[config.mk]
export PLATFORM = sky130hd
export DESIGN_NAME = spi_target_flat
export DESIGN_NICKNAME = d
export VERILOG_FILES = /design/src/rtl/spi_target_if.sv /design/src/rtl/spi_target.sv /design/src/flat_wrapper.sv
export SDC_FILE = /design/constraint.sdc
export NUM_CORES = 1
export LEC_CHECK = 0
export BUFFER_PORTS_ARGS = -buffer_cell sky130_fd_sc_hd__buf_2
export CAP_MARGIN = 20
export CORE_ASPECT_RATIO = 1.25
export CORE_UTILIZATION = 49
export CTS_CLUSTER_SIZE = 20
export DETAILED_ROUTE_END_ITERATION = 8
export PLACE_DENSITY = 0.85
export SETUP_SLACK_MARGIN = 0.5
export SYNTH_ARGS = -nofsm -noshare
export SYNTH_HDL_FRONTEND = slang
export SYNTH_SLANG_ARGS = --single-unit
[constraint.sdc]
create_clock -name clk -period 1.35 [get_ports clk]
set_input_delay 0.27 -clock clk [delete_from_list [all_inputs] [get_ports clk]]
set_output_delay 0.27 -clock clk [all_outputs]
set_load 0.05 [all_outputs]
[src/rtl/spi_target_if.sv]
// Byte-level handshake and SPI pin bundle between the SPI target and its host-side logic.
interface spi_target_if;
    logic       spi_sck;
    logic       spi_mosi;
    logic       spi_ss_n;
    logic       spi_miso;
    logic       spi_miso_oe;
    logic [7:0] rx_data;
    logic       rx_valid;
    logic       rx_ack;
    logic       rx_overrun;
    logic [7:0] tx_data;
    logic       tx_load;
    logic       tx_ready;
    logic       tx_underrun;
    logic       busy;

    modport slave (
        input  spi_sck, spi_mosi, spi_ss_n, rx_ack, tx_data, tx_load,
        output spi_miso, spi_miso_oe, rx_data, rx_valid, rx_overrun, tx_ready, tx_underrun, busy
    );

    modport master (
        output spi_sck, spi_mosi, spi_ss_n, rx_ack, tx_data, tx_load,
        input  spi_miso, spi_miso_oe, rx_data, rx_valid, rx_overrun, tx_ready, tx_underrun, busy
    );
endinterface

[src/rtl/spi_target.sv]
// SPI mode-0 target: oversamples SCK/MOSI/SS_n in the clk domain, MSB-first 8-bit frames,
// single-entry TX buffer and single RX holding register with overrun/underrun pulses.
module spi_target #(
    parameter int unsigned SYNC_STAGES = 2,
    parameter logic [7:0]  IDLE_BYTE   = 8'hFF
) (
    input logic         clk,
    input logic         rst_n,
    spi_target_if.slave bus
);
    typedef enum logic [0:0] {StIdle, StActive} state_e;

    logic [SYNC_STAGES-1:0] sck_sync_q, mosi_sync_q, ss_n_sync_q;
    logic                   sck_dly_q, ss_n_dly_q;
    logic                   sck_s, mosi_s, ss_n_s;
    logic                   sck_rise, sck_fall, ss_fall, ss_rise;

    assign sck_s    = sck_sync_q[SYNC_STAGES-1];
    assign mosi_s   = mosi_sync_q[SYNC_STAGES-1];
    assign ss_n_s   = ss_n_sync_q[SYNC_STAGES-1];
    assign sck_rise = sck_s & ~sck_dly_q;
    assign sck_fall = ~sck_s & sck_dly_q;
    assign ss_fall  = ~ss_n_s & ss_n_dly_q;
    assign ss_rise  = ss_n_s & ~ss_n_dly_q;

    always_ff @(posedge clk) begin
        if (!rst_n) begin
            sck_sync_q  <= '0;
            mosi_sync_q <= '0;
            ss_n_sync_q <= '1;
            sck_dly_q   <= 1'b0;
            ss_n_dly_q  <= 1'b1;
        end else begin
            sck_sync_q  <= {sck_sync_q[SYNC_STAGES-2:0], bus.spi_sck};
            mosi_sync_q <= {mosi_sync_q[SYNC_STAGES-2:0], bus.spi_mosi};
            ss_n_sync_q <= {ss_n_sync_q[SYNC_STAGES-2:0], bus.spi_ss_n};
            sck_dly_q   <= sck_s;
            ss_n_dly_q  <= ss_n_s;
        end
    end

    state_e     state_q, state_d;
    logic [2:0] bit_cnt_q, bit_cnt_d;
    logic [6:0] rx_shift_q, rx_shift_d;
    logic [7:0] tx_shift_q, tx_shift_d;
    logic [7:0] tx_buf_q, tx_buf_d;
    logic [7:0] rx_data_q, rx_data_d;
    logic       tx_full_q, tx_full_d;
    logic       rx_valid_q, rx_valid_d;
    logic       rx_overrun_q, rx_overrun_d;
    logic       tx_underrun_q, tx_underrun_d;
    logic       miso_oe_q, miso_oe_d;
    logic       reload;

    always_comb begin
        state_d       = state_q;
        bit_cnt_d     = bit_cnt_q;
        rx_shift_d    = rx_shift_q;
        tx_shift_d    = tx_shift_q;
        tx_buf_d      = tx_buf_q;
        tx_full_d     = tx_full_q;
        rx_data_d     = rx_data_q;
        rx_valid_d    = rx_valid_q & ~bus.rx_ack;
        rx_overrun_d  = 1'b0;
        tx_underrun_d = 1'b0;
        miso_oe_d     = miso_oe_q;
        reload        = 1'b0;

        unique case (state_q)
            StIdle: begin
                if (ss_fall) begin
                    state_d   = StActive;
                    bit_cnt_d = 3'd0;
                    miso_oe_d = 1'b1;
                    reload    = 1'b1;
                end
            end
            StActive: begin
                // Deselect takes priority over any SCK edge seen in the same cycle.
                if (ss_rise) begin
                    state_d   = StIdle;
                    bit_cnt_d = 3'd0;
                    miso_oe_d = 1'b0;
                end else if (sck_rise) begin
                    rx_shift_d = {rx_shift_q[5:0], mosi_s};
                    bit_cnt_d  = bit_cnt_q + 3'd1;
                    if (bit_cnt_q == 3'd7) begin
                        rx_data_d    = {rx_shift_q, mosi_s};
                        rx_valid_d   = 1'b1;
                        rx_overrun_d = rx_valid_q & ~bus.rx_ack;
                    end
                end else if (sck_fall) begin
                    if (bit_cnt_q != 3'd0) begin
                        tx_shift_d = {tx_shift_q[6:0], 1'b0};
                    end else begin
                        reload = 1'b1;
                    end
                end
            end
            default: state_d = StIdle;
        endcase

        if (reload) begin
            tx_shift_d    = tx_full_q ? tx_buf_q : IDLE_BYTE;
            tx_full_d     = 1'b0;
            tx_underrun_d = ~tx_full_q;
        end

        // A load coinciding with a reload is accepted: the shifter has just taken the old byte.
        if (bus.tx_load && (!tx_full_q || reload)) begin
            tx_buf_d  = bus.tx_data;
            tx_full_d = 1'b1;
        end
    end

    always_ff @(posedge clk) begin
        if (!rst_n) begin
            state_q       <= StIdle;
            bit_cnt_q     <= 3'd0;
            rx_shift_q    <= '0;
            tx_shift_q    <= '0;
            tx_buf_q      <= '0;
            tx_full_q     <= 1'b0;
            rx_data_q     <= '0;
            rx_valid_q    <= 1'b0;
            rx_overrun_q  <= 1'b0;
            tx_underrun_q <= 1'b0;
            miso_oe_q     <= 1'b0;
        end else begin
            state_q       <= state_d;
            bit_cnt_q     <= bit_cnt_d;
            rx_shift_q    <= rx_shift_d;
            tx_shift_q    <= tx_shift_d;
            tx_buf_q      <= tx_buf_d;
            tx_full_q     <= tx_full_d;
            rx_data_q     <= rx_data_d;
            rx_valid_q    <= rx_valid_d;
            rx_overrun_q  <= rx_overrun_d;
            tx_underrun_q <= tx_underrun_d;
            miso_oe_q     <= miso_oe_d;
        end
    end

    // MISO idles high whenever the output is not enabled.
    assign bus.spi_miso    = miso_oe_q ? tx_shift_q[7] : 1'b1;
    assign bus.spi_miso_oe = miso_oe_q;
    assign bus.rx_data     = rx_data_q;
    assign bus.rx_valid    = rx_valid_q;
    assign bus.rx_overrun  = rx_overrun_q;
    assign bus.tx_ready    = ~tx_full_q;
    assign bus.tx_underrun = tx_underrun_q;
    assign bus.busy        = (state_q == StActive);
endmodule

[src/flat_wrapper.sv]
// flat-port wrapper written by rule: the top's interface ports become plain ports
module spi_target_flat 
#(
    parameter int unsigned SYNC_STAGES = 2,
    parameter logic [7:0]  IDLE_BYTE   = 8'hFF
)
  (clk, rst_n, bus_spi_sck, bus_spi_mosi, bus_spi_ss_n, bus_rx_ack, bus_tx_data, bus_tx_load, bus_spi_miso, bus_spi_miso_oe, bus_rx_data, bus_rx_valid, bus_rx_overrun, bus_tx_ready, bus_tx_underrun, bus_busy);
  spi_target_if bus_i ();
  input logic clk;
  input logic rst_n;
  input wire logic [$bits(bus_i.spi_sck)-1:0] bus_spi_sck;
  input wire logic [$bits(bus_i.spi_mosi)-1:0] bus_spi_mosi;
  input wire logic [$bits(bus_i.spi_ss_n)-1:0] bus_spi_ss_n;
  input wire logic [$bits(bus_i.rx_ack)-1:0] bus_rx_ack;
  input wire logic [$bits(bus_i.tx_data)-1:0] bus_tx_data;
  input wire logic [$bits(bus_i.tx_load)-1:0] bus_tx_load;
  output wire logic [$bits(bus_i.spi_miso)-1:0] bus_spi_miso;
  output wire logic [$bits(bus_i.spi_miso_oe)-1:0] bus_spi_miso_oe;
  output wire logic [$bits(bus_i.rx_data)-1:0] bus_rx_data;
  output wire logic [$bits(bus_i.rx_valid)-1:0] bus_rx_valid;
  output wire logic [$bits(bus_i.rx_overrun)-1:0] bus_rx_overrun;
  output wire logic [$bits(bus_i.tx_ready)-1:0] bus_tx_ready;
  output wire logic [$bits(bus_i.tx_underrun)-1:0] bus_tx_underrun;
  output wire logic [$bits(bus_i.busy)-1:0] bus_busy;
  assign bus_i.spi_sck = bus_spi_sck;
  assign bus_i.spi_mosi = bus_spi_mosi;
  assign bus_i.spi_ss_n = bus_spi_ss_n;
  assign bus_i.rx_ack = bus_rx_ack;
  assign bus_i.tx_data = bus_tx_data;
  assign bus_i.tx_load = bus_tx_load;
  assign bus_spi_miso = bus_i.spi_miso;
  assign bus_spi_miso_oe = bus_i.spi_miso_oe;
  assign bus_rx_data = bus_i.rx_data;
  assign bus_rx_valid = bus_i.rx_valid;
  assign bus_rx_overrun = bus_i.rx_overrun;
  assign bus_tx_ready = bus_i.tx_ready;
  assign bus_tx_underrun = bus_i.tx_underrun;
  assign bus_busy = bus_i.busy;
  spi_target #(.SYNC_STAGES(SYNC_STAGES), .IDLE_BYTE(IDLE_BYTE)) u_core (.clk(clk), .rst_n(rst_n), .bus(bus_i));
endmodule
==> flow_metrics.py, run 1 <==
metrics = {
    "outcome": {
        "run_status": "finished with violations",
        "violations": "design-rule violations, negative setup slack",
    },
    "yosys": {
        "synth.area.mux_share_pct": 4.20,
        "synth_nets": 234,
        "synth_flop_cell": "dfxtp_1",
        "ys_ff_latch": 48,
        "synth_adder_area_share_pct": 1.97,
        "yosysWarnings": 0,
        "synth_compound_area_share_pct": 14.5,
        "avgSynthCellArea_um2": 8.82,
        "ys_seq_area_share_pct": 50.5,
        "synth_area_leaders": "dfxtp_1 (50%), nand2_1 (8.1%), a21oi_1 (5.3%)",
        "netlist_instances": 216,
        "synthSimpleGateAreaFrac_pct": 24.3,
        "synth_top_area_share_pct": 50.5,
        "syn_area_um2": 1900,
        "synth_edf_count": 0,
        "synth_top_family_by_area": "simple AND/OR/NAND/NOR gates",
        "synth_area_leader_cell": "dfxtp_1",
        "ys_async_sr_fraction_pct": 0,
        "synth_xor_area_share_pct": 0,
        "synth_cell_type_count": 33,
    },
    "flow_run": {
        "drv_cap": 0,
    },
    "global_routing": {
        "antenna_found_initial": 0,
        "grt_pass1_vias": 1694,
        "met2_usage_pct": 43.2,
        "gr-usage-met3_pct": 5.05,
        "gr-usage-all-layers_pct": 22.7,
        "met1_usage_pct": 23.2,
        "grt_busiest_layer": "met2",
        "overflow": 0,
        "grt_max_degree": 26,
        "grt_pass1_wl_mm": 7.27,
    },
    "placement": {
        "dp.cells": 294,
        "io_buffers": 29,
        "placed_area_um2": 2290,
        "gp_congestion": 0.815,
        "dpl.hpwl_mm": 2.56,
    },
    "route": {
        "drc_errors": 3,
        "drt-total-wl_mm": 4.95,
        "drt_iter0_drc": 101,
        "detail_route.first_pass.iterations": 6,
        "via_per_inst": 5.62,
        "post_drt_wl_per_cell_um": 15.3,
        "ant_nets": 0,
        "num_vias": 1820,
    },
    "worst_hold_path": {
        "hold_depth": 2,
        "hp-class": "input port to register",
    },
    "clock_network": {
        "htreeDepth": 2,
        "clkLatencyLatePin_ns": 0.31,
        "clk_pin_slew_ns": 0.09,
        "cts_hold_buf": 0,
        "cts_buffers": 5,
        "clock-sinks": 48,
        "cts.path.max_buffers": 2,
        "cts_tree": "done",
        "cts-root-buf": "clkbuf_8",
    },
    "die": {
        "die_h_um": 71.7,
        "ios": 30,
        "rows": 24,
        "core_um2": 3600,
        "start_util_pct": 52.8,
        "die_w_um": 57.8,
        "die_area_um2": 4140,
    },
    "sta": {
        "slew_violations": 0,
        "slew_headroom_pct": 77.8,
        "fin_ws_ns": -0.251,
        "final_hold_viol_count": 0,
        "fmax_ghz": 0.625,
        "tightest_slew_ns": 0.333,
        "post-route-min-period_ns": 1.60,
        "setup-violations-final": 29,
        "rsz0062_at_grt": "yes",
        "post-route-period-util_pct": 119,
        "finClkSkew_ns": 0.00954,
        "fin_setup_tns_ns": -4.26,
    },
    "worst_setup_path": {
        "arrival_ns": 1.80,
        "path_class": "register to register",
        "required_ns": 1.55,
        "r2r.worst_path.cells": 7,
        "worstPathMaxFanout": 7,
        "critPathLaunchType": "register",
        "end_kind": "register",
    },
    "pwr": {
        "power_frac_clock_pct": 34.1,
        "p_int_w": 0.00201,
        "vdd_drop_max_mv": 1.07,
        "switching_power_w": 0.000684,
        "combPwrFrac_pct": 11.3,
        "p_per_area_nw_per_um2": 906,
        "seqPwrFrac_pct": 54.5,
        "total_power_w": 0.00269,
        "leakagePower_nw": 1.18,
        "p_sw_share_pct": 25.4,
    },
    "cells_and_area": {
        "syn2layout_area_growth_pct": 56.0,
        "diodes": 0,
        "final_core_util_pct": 82.4,
        "fin_cells": 324,
        "drive_above_1_share_pct": 52.3,
        "fin_nets": 302,
        "finalInstanceArea_um2": 2970,
    },
}
==> flip-flops by register name, summed over array words and instances, names as in the netlist, 2 cells and up <==
register and flops:
u_core.rx_shift_q 7, u_core.ss_n_sync_q 2, u_core.mosi_sync_q 2, u_core.tx_buf_q 8
u_core.bus.rx_data 8, u_core.sck_sync_q 2, u_core.bit_cnt_q 3, u_core.tx_shift_q 8
==> cells by family after synthesis <==
kind of cell / Yosys count
and+or+nand+nor: 93
buffers and inverters: 20
muxes: 8
AOI/OAI and AO/OA: 44
adders and majority gates: 3
DFF: 48
==> path summary, 6_finish.rpt <==
check | slack [ns] | endpoint | start
setup / recovery | -0.25 | u_core.tx_shift_q[5]$_SDFFE_PN0P_ | u_core.bit_cnt_q[1]$_SDFFE_PN0P_
hold / removal | 0.14 | u_core.ss_n_sync_q[0]$_SDFF_PN1_ | bus_spi_ss_n
setup reg to reg | -0.25 | u_core.tx_shift_q[5]$_SDFFE_PN0P_ | u_core.bit_cnt_q[1]$_SDFFE_PN0P_
hold reg to reg | 0.42 | u_core.ss_n_sync_q[1]$_SDFF_PN1_ | u_core.ss_n_sync_q[0]$_SDFF_PN1_
==> layout make-up <==
type | instances | area (um^2)
Clock buffer | 6 | 82.6
Clock inverter | 2 | 13.8
Fill cell | 209 | 633
Inverter | 6 | 26.3
Multi-Input combinational cell | 148 | 1070
Sequential cell | 48 | 1000
Tap cell | 39 | 48.8
Timing Repair Buffer | 75 | 723
==> power groups by stage <==
stage,clock network (W),logic (W),registers [W]
floorplan,0,0.000158,0.00151
global placement,0,0.000228,0.00150
detailed placement,0,0.000231,0.00151
CTS,0.000921,0.000278,0.00148
global route,0.000993,0.000327,0.00147
finish,0.000919,0.000305,0.00147
==> cells in the mapped netlist (2+ instances only) <==
cell type	count
nor3_1	3
o21ai_0	10
nand2b_1	6
buf_4	2
inv_1	4
mux2i_1	8
clkbuf_1	9
and2_1	6
buf_2	3
a21oi_1	20
nor2_1	12
a32oi_1	2
or3_1	7
nand3_1	10
nand2_1	41
ha_1	3
a32o_1	7
dfxtp_1	48
==> per-stage QoR <==
stage / worst slack [ns] / hold WS, ns
2_1_floorplan: -0.162 / 0.371
3_3_place_gp: -0.253 / 0.389
3_5_place_dp: -0.298 / 0.404
4_1_cts: -0.264 / 0.141
5_1_grt: -0.308 / 0.153
6_report: -0.251 / 0.143
==> cells in the final DEF, fill, tap and decap left out, types with 6 or more instances in the layout <==
cell type	instances
nand2_1	30
buf_4	30
dfxtp_1	28
buf_8	15
buf_6	14
buf_2	14
dfxtp_2	13
a21oi_2	11
nor2_1	11
nand3_1	9
a21oi_1	9
mux2i_1	8
a32o_1	7
dfxtp_4	7
and2_1	6
nand2_4	6
clkbuf_8	6
==> layer usage <==
layer,share of wire [%],vias to the layer above
met2,56,47
met3,3.3,14
li1,-,876
met4,2.3,0
met5,0,-
met1,39,883
==> worst max-delay path, cell delays in order, from the launching register on <==
cell	delay [ns]
dfxtp_2	0.35
inv_2	0.04
ha_4	0.14
nand4bb_1	0.14
nor3_4	0.08
buf_6	0.13
or3_1	0.33
a32o_1	0.28
==> timing repair <==
item                                    CTS  global route
gates resized for setup                  76            49
endpoints found under the setup margin   54            55
pin swaps                                16            14
gates cloned                              2             0
buffers inserted                         14             6
hold endpoints to repair                  0             0
Note: power is estimated with default switching activity, not from simulation.
==> inputs of run 2 (changes only) <==
--- a/config.mk
+++ b/config.mk
@@ -8,10 +8,10 @@
 export BUFFER_PORTS_ARGS = -buffer_cell sky130_fd_sc_hd__buf_2
 export CAP_MARGIN = 20
 export CORE_ASPECT_RATIO = 1.25
-export CORE_UTILIZATION = 49
+export CORE_UTILIZATION = 50
 export CTS_CLUSTER_SIZE = 20
 export DETAILED_ROUTE_END_ITERATION = 8
-export PLACE_DENSITY = 0.85
+export PLACE_DENSITY = 0.84
 export SETUP_SLACK_MARGIN = 0.5
 export SYNTH_ARGS = -nofsm -noshare
 export SYNTH_HDL_FRONTEND = slang
==> constraint.sdc (replaced) <==
create_clock -name clk -period 1.9 [get_ports clk]
set_input_delay 0.38 -clock clk [delete_from_list [all_inputs] [get_ports clk]]
set_output_delay 0.38 -clock clk [all_outputs]
set_load 0.05 [all_outputs]
==> flow_metrics.py, run 2 (same netlist as run 1, synthesis figures left out) <==
metrics = {
    "outcome": {
        "run_status": "finished with violations",
        "violations": "design-rule violations",
    },
    "die": {
        "die_w_um": 57.2,
        "core_um2": 3570,
        "die_h_um": 71,
        "die_area_um2": 4060,
        "rows": 24,
        "start_util_pct": 53.3,
        "ios": 30,
    },
    "route": {
        "via_per_inst": 5.38,
        "post_drt_wl_per_cell_um": 12.9,
        "drt-total-wl_mm": 3.88,
        "drt_iter0_drc": 33,
        "ant_nets": 0,
        "detail_route.first_pass.iterations": 6,
        "num_vias": 1620,
        "drc_errors": 2,
    },
    "worst_setup_path": {
        "worstPathMaxFanout": 8,
        "required_ns": 2.13,
        "path_class": "register to register",
        "end_kind": "register",
        "critPathLaunchType": "register",
        "arrival_ns": 1.90,
    },
    "flow_run": {
        "drv_cap": 0,
    },
    "pwr": {
        "leakagePower_nw": 1.01,
        "vdd_drop_max_mv": 0.547,
        "p_per_area_nw_per_um2": 805,
        "total_power_w": 0.00201,
    },
    "placement": {
        "dpl.hpwl_mm": 2.36,
        "placed_area_um2": 2110,
        "io_buffers": 29,
        "dp_slack_ns": 0.0925,
        "gp_congestion": 0.778,
    },
    "clock_network": {
        "cts_tree": "done",
        "htreeDepth": 2,
        "clk_pin_slew_ns": 0.08,
        "cts_buffers": 5,
        "cts-root-buf": "clkbuf_8",
        "cts.path.max_buffers": 2,
        "clkLatencyLatePin_ns": 0.30,
        "clock-sinks": 48,
    },
    "sta": {
        "slew_violations": 0,
        "finClkSkew_ns": 0.00307,
        "fin_ws_ns": 0.229,
        "fin_setup_tns_ns": 0,
        "post-route-period-util_pct": 88.0,
        "post-route-min-period_ns": 1.67,
        "setup-violations-final": 0,
        "slew_headroom_pct": 71.4,
        "rsz0062_at_grt": "yes",
        "fmax_ghz": 0.598,
        "tightest_slew_ns": 0.427,
        "final_hold_viol_count": 0,
    },
    "cells_and_area": {
        "diodes": 0,
        "finalInstanceArea_um2": 2500,
        "drive_above_1_share_pct": 32.8,
        "final_cell_mix": "dfxtp_1 (43), nand2_1 (40), buf_2 (26), a21oi_1 (18), buf_4 (15)",
        "final_common_cell": "dfxtp_1",
        "fin_nets": 279,
        "syn2layout_area_growth_pct": 31.4,
    },
    "worst_hold_path": {
        "hp-class": "input port to register",
    },
    "global_routing": {
        "grt_pass1_wl_mm": 5.91,
        "grt_pass1_vias": 1423,
        "antenna_found_initial": 0,
        "grt_max_degree": 25,
        "gr-usage-all-layers_pct": 19.0,
        "overflow": 0,
    },
}
[run 2: cell count changes in the layout (fill, tap and decap cells not counted), moves of 10 or more]
cell,delta
buf_8,-15
dfxtp_2,-10
dfxtp_1,+15
buf_2,+12
nand2_1,+10
buf_4,-15
[run 2: through the flow]
stage / cells / hold WS, ns / utilization [%]
floorplan: 216 / 0.386 / -
global placement: 277 / 0.389 / 59.1
detailed placement: 277 / 0.395 / 59.1
CTS: 298 / 0.252 / 66.1
global route: 301 / 0.248 / 70.0
finish: 301 / 0.253 / 70.0
[run 2: final cells by class]
class	instances	area, um^2
clock buffers	7	96.3
clock inverters	1	30.0
fillers	260	1070
inverters	6	25.0
multi-input cells	148	958
flip-flops and latches	48	972
well taps	39	48.8
repair buffers	52	372
[run 2: power breakdown]
part / leakage, nW / switching (W) / internal, W
combinational: 0.553 / 0.0000931 / 0.0000769
clock: 0.0645 / 0.000331 / 0.000464
sequential: 0.392 / 0.0000194 / 0.00103
[run 2: path summary, 6_finish.rpt]
path / start / to / slack, ns / depth (start not counted)
max: u_core.bit_cnt_q[0]$_SDFFE_PN0P_ / u_core.tx_buf_q[4]$_SDFFE_PN0P_ / 0.23 / 8
max reg2reg: u_core.bit_cnt_q[0]$_SDFFE_PN0P_ / u_core.tx_buf_q[4]$_SDFFE_PN0P_ / 0.23 / 8
min reg2reg: u_core.ss_n_sync_q[0]$_SDFF_PN1_ / u_core.ss_n_sync_q[1]$_SDFF_PN1_ / 0.41 / 1
min: bus_spi_ss_n / u_core.ss_n_sync_q[0]$_SDFF_PN1_ / 0.25 / 2
[run 2: worst max-delay path: stages, from the launching register on]
cell and delay, ns:
dfxtp_2 0.34, inv_2 0.08, ha_4 0.14, nand4bb_4 0.12, nor3_4 0.24, buf_4 0.15
o31a_1 0.18, buf_12 0.14, mux2i_1 0.21
[run 2: layer usage]
metal | up-vias | GRT usage, % | wire, um
li1 | 828 | - | -
met1 | 750 | 21.2 | 1680
met2 | 35 | 32.5 | 2010
met3 | 7 | 5.48 | 121
met4 | 0 | 9.76 | 66
met5 | - | 0 | 0
[run 2: timing repair]
action / in CTS / in global routing
hold buffers: 0 / 0
setup endpoints to repair: 19 / 31
cloned: 0 / 1
gates resized for setup: 14 / 27
pin swaps: 7 / 13
setup buffers: 13 / 2
